--- config.mk ---
export PLATFORM = sky130hd
export DESIGN_NAME = cwait_merge_n_flat
export DESIGN_NICKNAME = d
export VERILOG_FILES = /design/src/rtl/cwait_merge_n_if.sv /design/src/rtl/cwait_merge_n.sv /design/src/flat_wrapper.sv
export SDC_FILE = /design/constraint.sdc
export NUM_CORES = 1
export LEC_CHECK = 0
export CORE_UTILIZATION = 50
export DETAILED_ROUTE_END_ITERATION = 6
export PLACE_DENSITY_LB_ADDON = 0.1
export SLEW_MARGIN = 20
export SYNTH_ARGS = -nofsm -noshare
export SYNTH_HDL_FRONTEND = slang
export SYNTH_SLANG_ARGS = --single-unit
export TNS_END_PERCENT = 30
--- constraint.sdc ---
create_clock -name clk -period 3 [get_ports clk]
set_clock_uncertainty 0.05 [all_clocks]
set_input_delay 0.75 -clock clk [delete_from_list [all_inputs] [get_ports clk]]
set_output_delay 0.75 -clock clk [all_outputs]
set_load 0.02 [all_outputs]
--- src/rtl/cwait_merge_n_if.sv ---
// Handshake bundle for the N-channel wait-merge: producer tokens, per-channel data and
// enable mask in; merged token, merged data, free and overrun pulses out.
interface cwait_merge_n_if #(
  parameter int CHANNELS   = 3,
  parameter int DATA_WIDTH = 4
);
  logic [CHANNELS-1:0]            i_drive;
  logic [CHANNELS*DATA_WIDTH-1:0] i_data;
  logic [CHANNELS-1:0]            i_en_mask;
  logic                           i_freeNext;
  logic                           o_driveNext;
  logic [CHANNELS*DATA_WIDTH-1:0] o_data;
  logic [CHANNELS-1:0]            o_free;
  logic [CHANNELS-1:0]            o_overrun;
  logic                           o_busy;

  // Environment side: producers and downstream consumer.
  modport master (
    output i_drive, i_data, i_en_mask, i_freeNext,
    input  o_driveNext, o_data, o_free, o_overrun, o_busy
  );

  // Merge block side.
  modport slave (
    input  i_drive, i_data, i_en_mask, i_freeNext,
    output o_driveNext, o_data, o_free, o_overrun, o_busy
  );
endinterface

--- src/rtl/cwait_merge_n.sv ---
// N-channel clocked wait-merge: buffers one token per enabled channel, emits a merged
// token with the joined data, then returns free pulses once downstream releases it.
module cwait_merge_n #(
  parameter int CHANNELS   = 3,
  parameter int DATA_WIDTH = 4
) (
  input logic            clk,
  input logic            rst,
  cwait_merge_n_if.slave bus
);
  localparam logic [1:0] ST_COLLECT   = 2'd0;
  localparam logic [1:0] ST_SEND      = 2'd1;
  localparam logic [1:0] ST_WAIT_FREE = 2'd2;

  logic [1:0]                     state_reg;
  logic [1:0]                     state_next;
  logic [CHANNELS-1:0]            arrived_reg;
  logic [CHANNELS-1:0]            arrived_next;
  logic [CHANNELS-1:0]            free_reg;
  logic [CHANNELS-1:0]            overrun_reg;
  logic [CHANNELS-1:0]            capture;
  logic [CHANNELS-1:0]            overrun_next;
  logic [DATA_WIDTH-1:0]          slot_reg   [CHANNELS];
  logic [DATA_WIDTH-1:0]          merged_reg [CHANNELS];
  logic [CHANNELS*DATA_WIDTH-1:0] merged_packed;
  logic                           in_collect;
  logic                           join_now;
  logic                           release_now;

  assign in_collect  = (state_reg == ST_COLLECT);
  // Masked-off channels count as present; an all-zero mask never joins.
  assign join_now    = in_collect && (bus.i_en_mask != '0) &&
                       (&(arrived_reg | ~bus.i_en_mask));
  assign release_now = !in_collect && bus.i_freeNext;

  always_comb begin
    state_next = state_reg;
    case (state_reg)
      ST_COLLECT:   if (join_now) state_next = ST_SEND;
      ST_SEND:      state_next = bus.i_freeNext ? ST_COLLECT : ST_WAIT_FREE;
      ST_WAIT_FREE: if (bus.i_freeNext) state_next = ST_COLLECT;
      default:      state_next = ST_COLLECT;
    endcase
  end

  assign arrived_next = release_now ? '0 : (arrived_reg | capture);

  generate
    for (genvar gi = 0; gi < CHANNELS; gi++) begin : g_chan
      assign capture[gi] = in_collect && bus.i_drive[gi] &&
                           bus.i_en_mask[gi] && !arrived_reg[gi];
      // Any token outside COLLECT, or a second token before release, is rejected.
      assign overrun_next[gi] = bus.i_drive[gi] && (!in_collect || arrived_reg[gi]);

      always_ff @(posedge clk or posedge rst) begin
        if (rst) begin
          slot_reg[gi] <= '0;
        end else if (capture[gi]) begin
          slot_reg[gi] <= bus.i_data[gi*DATA_WIDTH +: DATA_WIDTH];
        end
      end

      // Merged output snapshots the slots at the join, so later captures cannot disturb it.
      always_ff @(posedge clk or posedge rst) begin
        if (rst) begin
          merged_reg[gi] <= '0;
        end else if (join_now) begin
          merged_reg[gi] <= bus.i_en_mask[gi] ? slot_reg[gi] : '0;
        end
      end
    end
  endgenerate

  always_comb begin
    merged_packed = '0;
    for (int k = 0; k < CHANNELS; k++) begin
      merged_packed[k*DATA_WIDTH +: DATA_WIDTH] = merged_reg[k];
    end
  end

  always_ff @(posedge clk or posedge rst) begin
    if (rst) begin
      state_reg   <= ST_COLLECT;
      arrived_reg <= '0;
      free_reg    <= '0;
      overrun_reg <= '0;
    end else begin
      state_reg   <= state_next;
      arrived_reg <= arrived_next;
      free_reg    <= release_now ? arrived_reg : '0;
      overrun_reg <= overrun_next;
    end
  end

  assign bus.o_driveNext = (state_reg == ST_SEND);
  assign bus.o_busy      = !in_collect;
  assign bus.o_data      = merged_packed;
  assign bus.o_free      = free_reg;
  assign bus.o_overrun   = overrun_reg;
endmodule

--- src/flat_wrapper.sv ---
// flat-port wrapper written by rule: the top's interface ports become plain ports
module cwait_merge_n_flat 
#(
  parameter int CHANNELS   = 3,
  parameter int DATA_WIDTH = 4
)
  (clk, rst, bus_i_drive, bus_i_data, bus_i_en_mask, bus_i_freeNext, bus_o_driveNext, bus_o_data, bus_o_free, bus_o_overrun, bus_o_busy);
  cwait_merge_n_if #(.CHANNELS(CHANNELS), .DATA_WIDTH(DATA_WIDTH)) bus_i ();
  input logic clk;
  input logic rst;
  input wire logic [$bits(bus_i.i_drive)-1:0] bus_i_drive;
  input wire logic [$bits(bus_i.i_data)-1:0] bus_i_data;
  input wire logic [$bits(bus_i.i_en_mask)-1:0] bus_i_en_mask;
  input wire logic [$bits(bus_i.i_freeNext)-1:0] bus_i_freeNext;
  output wire logic [$bits(bus_i.o_driveNext)-1:0] bus_o_driveNext;
  output wire logic [$bits(bus_i.o_data)-1:0] bus_o_data;
  output wire logic [$bits(bus_i.o_free)-1:0] bus_o_free;
  output wire logic [$bits(bus_i.o_overrun)-1:0] bus_o_overrun;
  output wire logic [$bits(bus_i.o_busy)-1:0] bus_o_busy;
  assign bus_i.i_drive = bus_i_drive;
  assign bus_i.i_data = bus_i_data;
  assign bus_i.i_en_mask = bus_i_en_mask;
  assign bus_i.i_freeNext = bus_i_freeNext;
  assign bus_o_driveNext = bus_i.o_driveNext;
  assign bus_o_data = bus_i.o_data;
  assign bus_o_free = bus_i.o_free;
  assign bus_o_overrun = bus_i.o_overrun;
  assign bus_o_busy = bus_i.o_busy;
  cwait_merge_n #(.CHANNELS(CHANNELS), .DATA_WIDTH(DATA_WIDTH)) u_core (.clk(clk), .rst(rst), .bus(bus_i));
endmodule
==> impl_metrics.ini, run 1 <==
[sta]
finalHoldViolCount = 0
final.setup.tns_ns = 0
slew_violations = 0
fmax_mhz = 391.5
period_share_pct = 85.15
fin_ws_ns = 0.4454
rsz0062_at_grt = no
final.min_clock_period_ns = 2.555
setup_viol = 0
worst_slew_pin_slew_ns = 0.4191
hold-worst-slack_ns = 0.4602
timing.slew.headroom_pct = 72.03

[drt]
drc_errors = 0
drtPass1Iterations = 4
drtIter0Drc = 24
ant_nets = 0
routedWlPerCell_um = 13.34
vias = 973
wl_um = 2561
detail_route.vias_per_cell = 5.068

[power]
leakage_nw = 0.9113
power.density_nw_per_um2 = 933.1
sw_frac_of_total_pct = 35.81
comb_power_share_pct = 43.1
ir_drop_mv = 0.6109
p_switching_mw = 0.6367
p_seq_share_pct = 44.3
p_int_mw = 1.141
power_mw = 1.778
clockPowerShare_pct = 12.7

[cells_and_area]
n_antenna_cell = 0
layout.nets = 183
area_growth_pct = 31.63
multi_input_area_um2 = 478.0
ff_latch_area_um2 = 875.8
layout-drive-gt1-share_pct = 15.53
num-fill-cells = 215

[setup_path]
crit_type = flip-flop to output port
end_kind = output port
required_ns = 2.20
start_kind = flip-flop
path_cells = nor2_2 -> inv_2 -> clkdlybuf4s50_1
path_buf_inv = 2
crit_slowest_cell = clkdlybuf4s50_1
cp_slowest_stage_delay_ns = 0.57
cp_top_family = buffers and inverters
arrival_ns = 1.75
crit_path_max_fanout = 13

[clock_tree]
cts_setup_buffers = 0
clkLatencyLatePin_ns = 0.33
numCtsBuffers = 5
clk_pin_slew_ns = 0.09
h-tree-depth = 2
clock-sinks = 35
cts_resized = 0
clock_path_buffers = 2
cts_hold_buf = 0
clockRootBuffer = clkbuf_4
tritoncts = yes

[global_routing]
grt_pass1_vias = 1024
grt.overflow.total = 0
grt_usage_pct = 19.72
grt_max_degree = 36
grt_antenna_before_repair = 0
grt_pass1_wl_um = 4498

[hold_path]
hold_class = flip-flop to flip-flop

[logic_synthesis]
synth_seq_cells = 35
synthesis.nets = 140
avgSynthCellArea_um2 = 12.17
ys_types = 24
seq_area_frac_synth_pct = 60.50
ys.warnings.count = 0
syn-cell-area_um2 = 1448
syn_inst = 119

[floorplan]
die_w_um = 55.81
pin_count = 41
die_h_um = 55.81
rows = 19
die-area_um2 = 3114
core_um2 = 2758
start_util_pct = 52.50

[place]
dp_slack_ns = 0.4332
dp_hpwl_um = 1915
place.gp.congestion = 0.7008
port_buffers = 40

[run_status]
status = completed

[job]
maxCapViolations = 0
[final timing paths]
check / startpoint / endpoint / slack, ns / cells past startpoint
worst min-delay path: u_core.slot_reg[4] / u_core.slot_reg[4] / 0.46 / 1
max in group asynchronous: rst / u_core.bus.o_data[6] / 1.86 / 3
worst max register to register: u_core.state_reg[1] / u_core.slot_reg[1] / 1.26 / 4
worst min register to register: u_core.slot_reg[4] / u_core.slot_reg[4] / 0.46 / 1
min in group asynchronous: rst / u_core.bus.o_data[10] / 0.74 / 3
worst max-delay path: u_core.state_reg[1] / bus_o_busy / 0.45 / 3
[area by class of cell]
| class | instances | share of cell area (%) |
|---|---|---|
| clock buffer | 6 | 2.167 |
| inverter | 17 | 3.349 |
| timing repair buffer | 41 | 21.41 |
| multi-input combinational | 62 | 25.08 |
| sequential | 35 | 45.96 |
| tap | 31 | 2.035 |
[per-layer routing]
metal | routed length (um) | GRT usage [%] | part of all wire, %
met4 | 76 | 12.86 | 3.0
met5 | 0 | 0 | 0
met1 | 1097 | 22.33 | 43
met2 | 1255 | 32.19 | 49
met3 | 132 | 6.047 | 5.2
[cell families after synthesis]
kind of cell | Yosys count | share of synthesized area, %
DFF | 35 | 60.50
and+or+nand+nor | 27 | 9.853
muxes | 24 | 17.63
buffers and inverters | 22 | 6.482
AOI/OAI and AO/OA | 10 | 4.926
xor gates and xnor gates | 1 | 0.6051
[cell usage after synthesis, drive strengths merged]
library cell / n / area [um^2]
inv: 17 / 63.81
nand2: 15 / 56.30
mux2i: 12 / 120.1
xnor2: 1 / 8.760
o21a: 3 / 22.52
a31oi: 3 / 18.77
nor2b: 1 / 6.260
dfrtp: 35 / 875.8
clkbuf: 3 / 13.76
a221oi: 1 / 15.01
nor3: 4 / 35.03
a21oi: 3 / 15.01
nor2: 2 / 10.01
nand3: 1 / 10.01
buf: 2 / 16.26
nand2b: 1 / 6.260
and3: 3 / 18.77
mux2: 12 / 135.1
[power groups by stage]
| stage | sequential [mW] | combinational [mW] | clock [mW] |
|---|---|---|---|
| after floorplan | 0.876 | 0.404 | 0 |
| after global placement | 0.787 | 0.755 | 0 |
| after detailed placement | 0.798 | 0.776 | 0 |
| after CTS | 0.789 | 0.779 | 0.234 |
| after global routing | 0.813 | 0.828 | 0.255 |
| final | 0.787 | 0.766 | 0.225 |
[layout by cell type, fill, tap and decap left out]
| master | count |
|---|---|
| inv_1 | 15 |
| nor3_1 | 1 |
| nor3_2 | 3 |
| and3_1 | 3 |
| a31oi_1 | 3 |
| mux2i_1 | 12 |
| mux2_2 | 11 |
| a21oi_1 | 3 |
| nor2b_1 | 1 |
| nand3_2 | 1 |
| inv_2 | 2 |
| clkdlybuf4s50_1 | 40 |
| nand2b_1 | 1 |
| nor2_2 | 1 |
| clkbuf_1 | 1 |
| clkbuf_4 | 5 |
| buf_4 | 1 |
| nand2_1 | 15 |
| mux2_1 | 1 |
| xnor2_1 | 1 |
| nor2_1 | 1 |
| a221oi_2 | 1 |
| dfrtp_1 | 35 |
| o21a_1 | 3 |
[worst register-to-register path: cells and delay by family (launching register included)]
kind	cells	cell delay, ns
flops	1	0.42
buf+inv	1	0.17
mux	1	0.38
simple gates	2	0.61
[per-stage QoR]
stage / util (%) / cell area (um^2) / std cells
after floorplan: - / 1448 / 119
after global placement: 67.60 / 1864 / 186
after detailed placement: 67.60 / 1864 / 186
after CTS: 69.10 / 1906 / 192
after global routing: 69.10 / 1906 / 192
final: 69.10 / 1906 / 192
Note: power is estimated with default switching activity, not from simulation.
==> run 2, diff against run 1 <==
CAP_MARGIN = 20   (was not set)
==> results of run 2 <==
Final layout, timing and power as in run 1 (identical DEF).
==> run 3, diff against run 2 <==
PLACE_DENSITY = 0.83   (was not set)
PLACE_DENSITY_LB_ADDON = not set   (was 0.1)
clock period = 3.1 ns   (was 3 ns; I/O delays follow)
==> run 3 against run 2 <==
Net effect: final area is the same; worst hold slack worse by 0.013 ns; largest cell class unchanged; combinational power decreased by 3.0%; critical path type unchanged; sequential power fell by 2.8%; first-iteration DRC count is 4.2% higher; sequential share of layout area is the same; critical path depth unchanged; worst setup slack better by 0.065 ns; via count fell by 0.10%; power is 3.4% lower; wire length is 4.0% higher; register-to-register slack gained 0.07 ns.
==> impl_metrics.ini, run 3 (synthesized netlist as in run 1, its figures left out) <==
[clock_tree]
cts_resized = 0
h-tree-depth = 2
cts_setup_buffers = 0
clk_pin_slew_ns = 0.09
tritoncts = yes
numCtsBuffers = 5
clock-sinks = 35
clock_path_buffers = 2
cts_hold_buf = 0
clockRootBuffer = clkbuf_4
clkLatencyLatePin_ns = 0.32

[setup_path]
timing.rr.end = u_core.slot_reg[1]
crit_type = flip-flop to output port
path_cells = nor2_2 -> inv_2 -> clkdlybuf4s50_1
endpoint = bus_o_busy
r2r-start = u_core.state_reg[1]
required_ns = 2.27
rrSetupSlack_ns = 1.33
crit_slowest_cell = clkdlybuf4s50_1
start_kind = flip-flop
arrival_ns = 1.77
end_kind = output port
reg2reg_depth = 4
critPathLaunch = u_core.state_reg[1]
cp_slowest_stage_delay_ns = 0.57
crit_path_max_fanout = 13

[place]
place.gp.congestion = 0.7492
dp_hpwl_um = 1877
port_buffers = 40
dp.cells = 186

[sta]
slew_violations = 0
period_share_pct = 83.55
setup_viol = 0
fmax_mhz = 386.1
final.min_clock_period_ns = 2.590
final.setup.tns_ns = 0
worst_slew_pin_slew_ns = 0.4357
timing.slew.headroom_pct = 70.95
hold-worst-slack_ns = 0.4473
finalHoldViolCount = 0
rsz0062_at_grt = no

[power]
power_mw = 1.718
power.density_nw_per_um2 = 901.8
clockPowerShare_pct = 12.3
leakage_nw = 0.9113
sw_frac_of_total_pct = 35.72
p_seq_share_pct = 44.5
p_int_mw = 1.105
p_switching_mw = 0.6139
comb_power_share_pct = 43.2
ir_drop_mv = 0.6207

[floorplan]
start_util_pct = 52.50
die_h_um = 55.81
core_um2 = 2758
die_w_um = 55.81
rows = 19
pin_count = 41
die-area_um2 = 3114

[run_status]
status = completed

[drt]
ant_nets = 0
wl_um = 2664
drtIter0Drc = 25
vias = 972
detail_route.vias_per_cell = 5.063
drtPass1Iterations = 4
drc_errors = 0
routedWlPerCell_um = 13.88

[global_routing]
grt.overflow.total = 0
grt_usage_pct = 20.09
grt_pass1_wl_um = 4616
grt_pass1_vias = 1015
grt_antenna_before_repair = 0
grt_max_degree = 36

[cells_and_area]
n_antenna_cell = 0
layout.nets = 183
area_growth_pct = 31.63
final_cell_count_no_fill = 192
final_util_pct = 69.10
final_common_cell = clkdlybuf4s50_1
layout-drive-gt1-share_pct = 15.53
final_cell_mix = 40 x clkdlybuf4s50_1, 35 x dfrtp_1, 15 x nand2_1, 15 x inv_1, 12 x mux2i_1

[job]
maxCapViolations = 0

[hold_path]
hold_class = flip-flop to flip-flop
==> run 3: cell counts in the layout (fill, tap and decap cells not counted) <==
Identical to the previous run, type by type.
==> run 3: worst max-delay path, delay by kind of cell, from the launching register on <==
family	cells	cell delay (ns)
buf+inv	2	0.75
simple gates	1	0.27
flops	1	0.42
==> run 3: how the worst min path moves through the flow <==
stage	start	to	slack [ns]	depth (start not counted)
floorplan	u_core.slot_reg[4]	u_core.slot_reg[4]	0.41	1
global placement	u_core.slot_reg[4]	u_core.slot_reg[4]	0.42	1
detailed placement	u_core.slot_reg[4]	u_core.slot_reg[4]	0.42	1
CTS	u_core.slot_reg[4]	u_core.slot_reg[4]	0.45	1
global route	u_core.slot_reg[4]	u_core.slot_reg[4]	0.47	1
finish	u_core.slot_reg[4]	u_core.slot_reg[4]	0.45	1
==> run 3: cell type report <==
cell class / count / area (um^2)
sequential: 35 / 875.8
tap: 31 / 38.79
timing repair buffer: 41 / 407.9
fill: 214 / 852.1
clock buffer: 6 / 41.29
multi-input combinational: 62 / 478.0
inverter: 17 / 63.81
==> run 3: metrics by stage <==
stage,setup slack [ns],instance area (um^2)
after floorplan,1.304,1448
after global placement,0.5711,1864
after detailed placement,0.5103,1864
after CTS,0.4810,1906
after global routing,0.4212,1906
final,0.5099,1906
==> run 3: metal layers <==
metal | vias to the layer above | GRT usage [%] | share of wire, %
li1 | 472 | - | -
met1 | 462 | 24.76 | 45
met2 | 34 | 31.50 | 47
met3 | 4 | 8.605 | 7.2
met4 | 0 | 7.500 | 0.79
met5 | - | 0 | 0
==> run 3: power by group through the flow <==
stage | clock (mW) | combinational [mW] | sequential, mW
2_1_floorplan | 0 | 0.391 | 0.847
3_3_place_gp | 0 | 0.731 | 0.765
3_5_place_dp | 0 | 0.749 | 0.772
4_1_cts | 0.224 | 0.752 | 0.766
5_1_grt | 0.233 | 0.804 | 0.792
6_report | 0.211 | 0.743 | 0.765
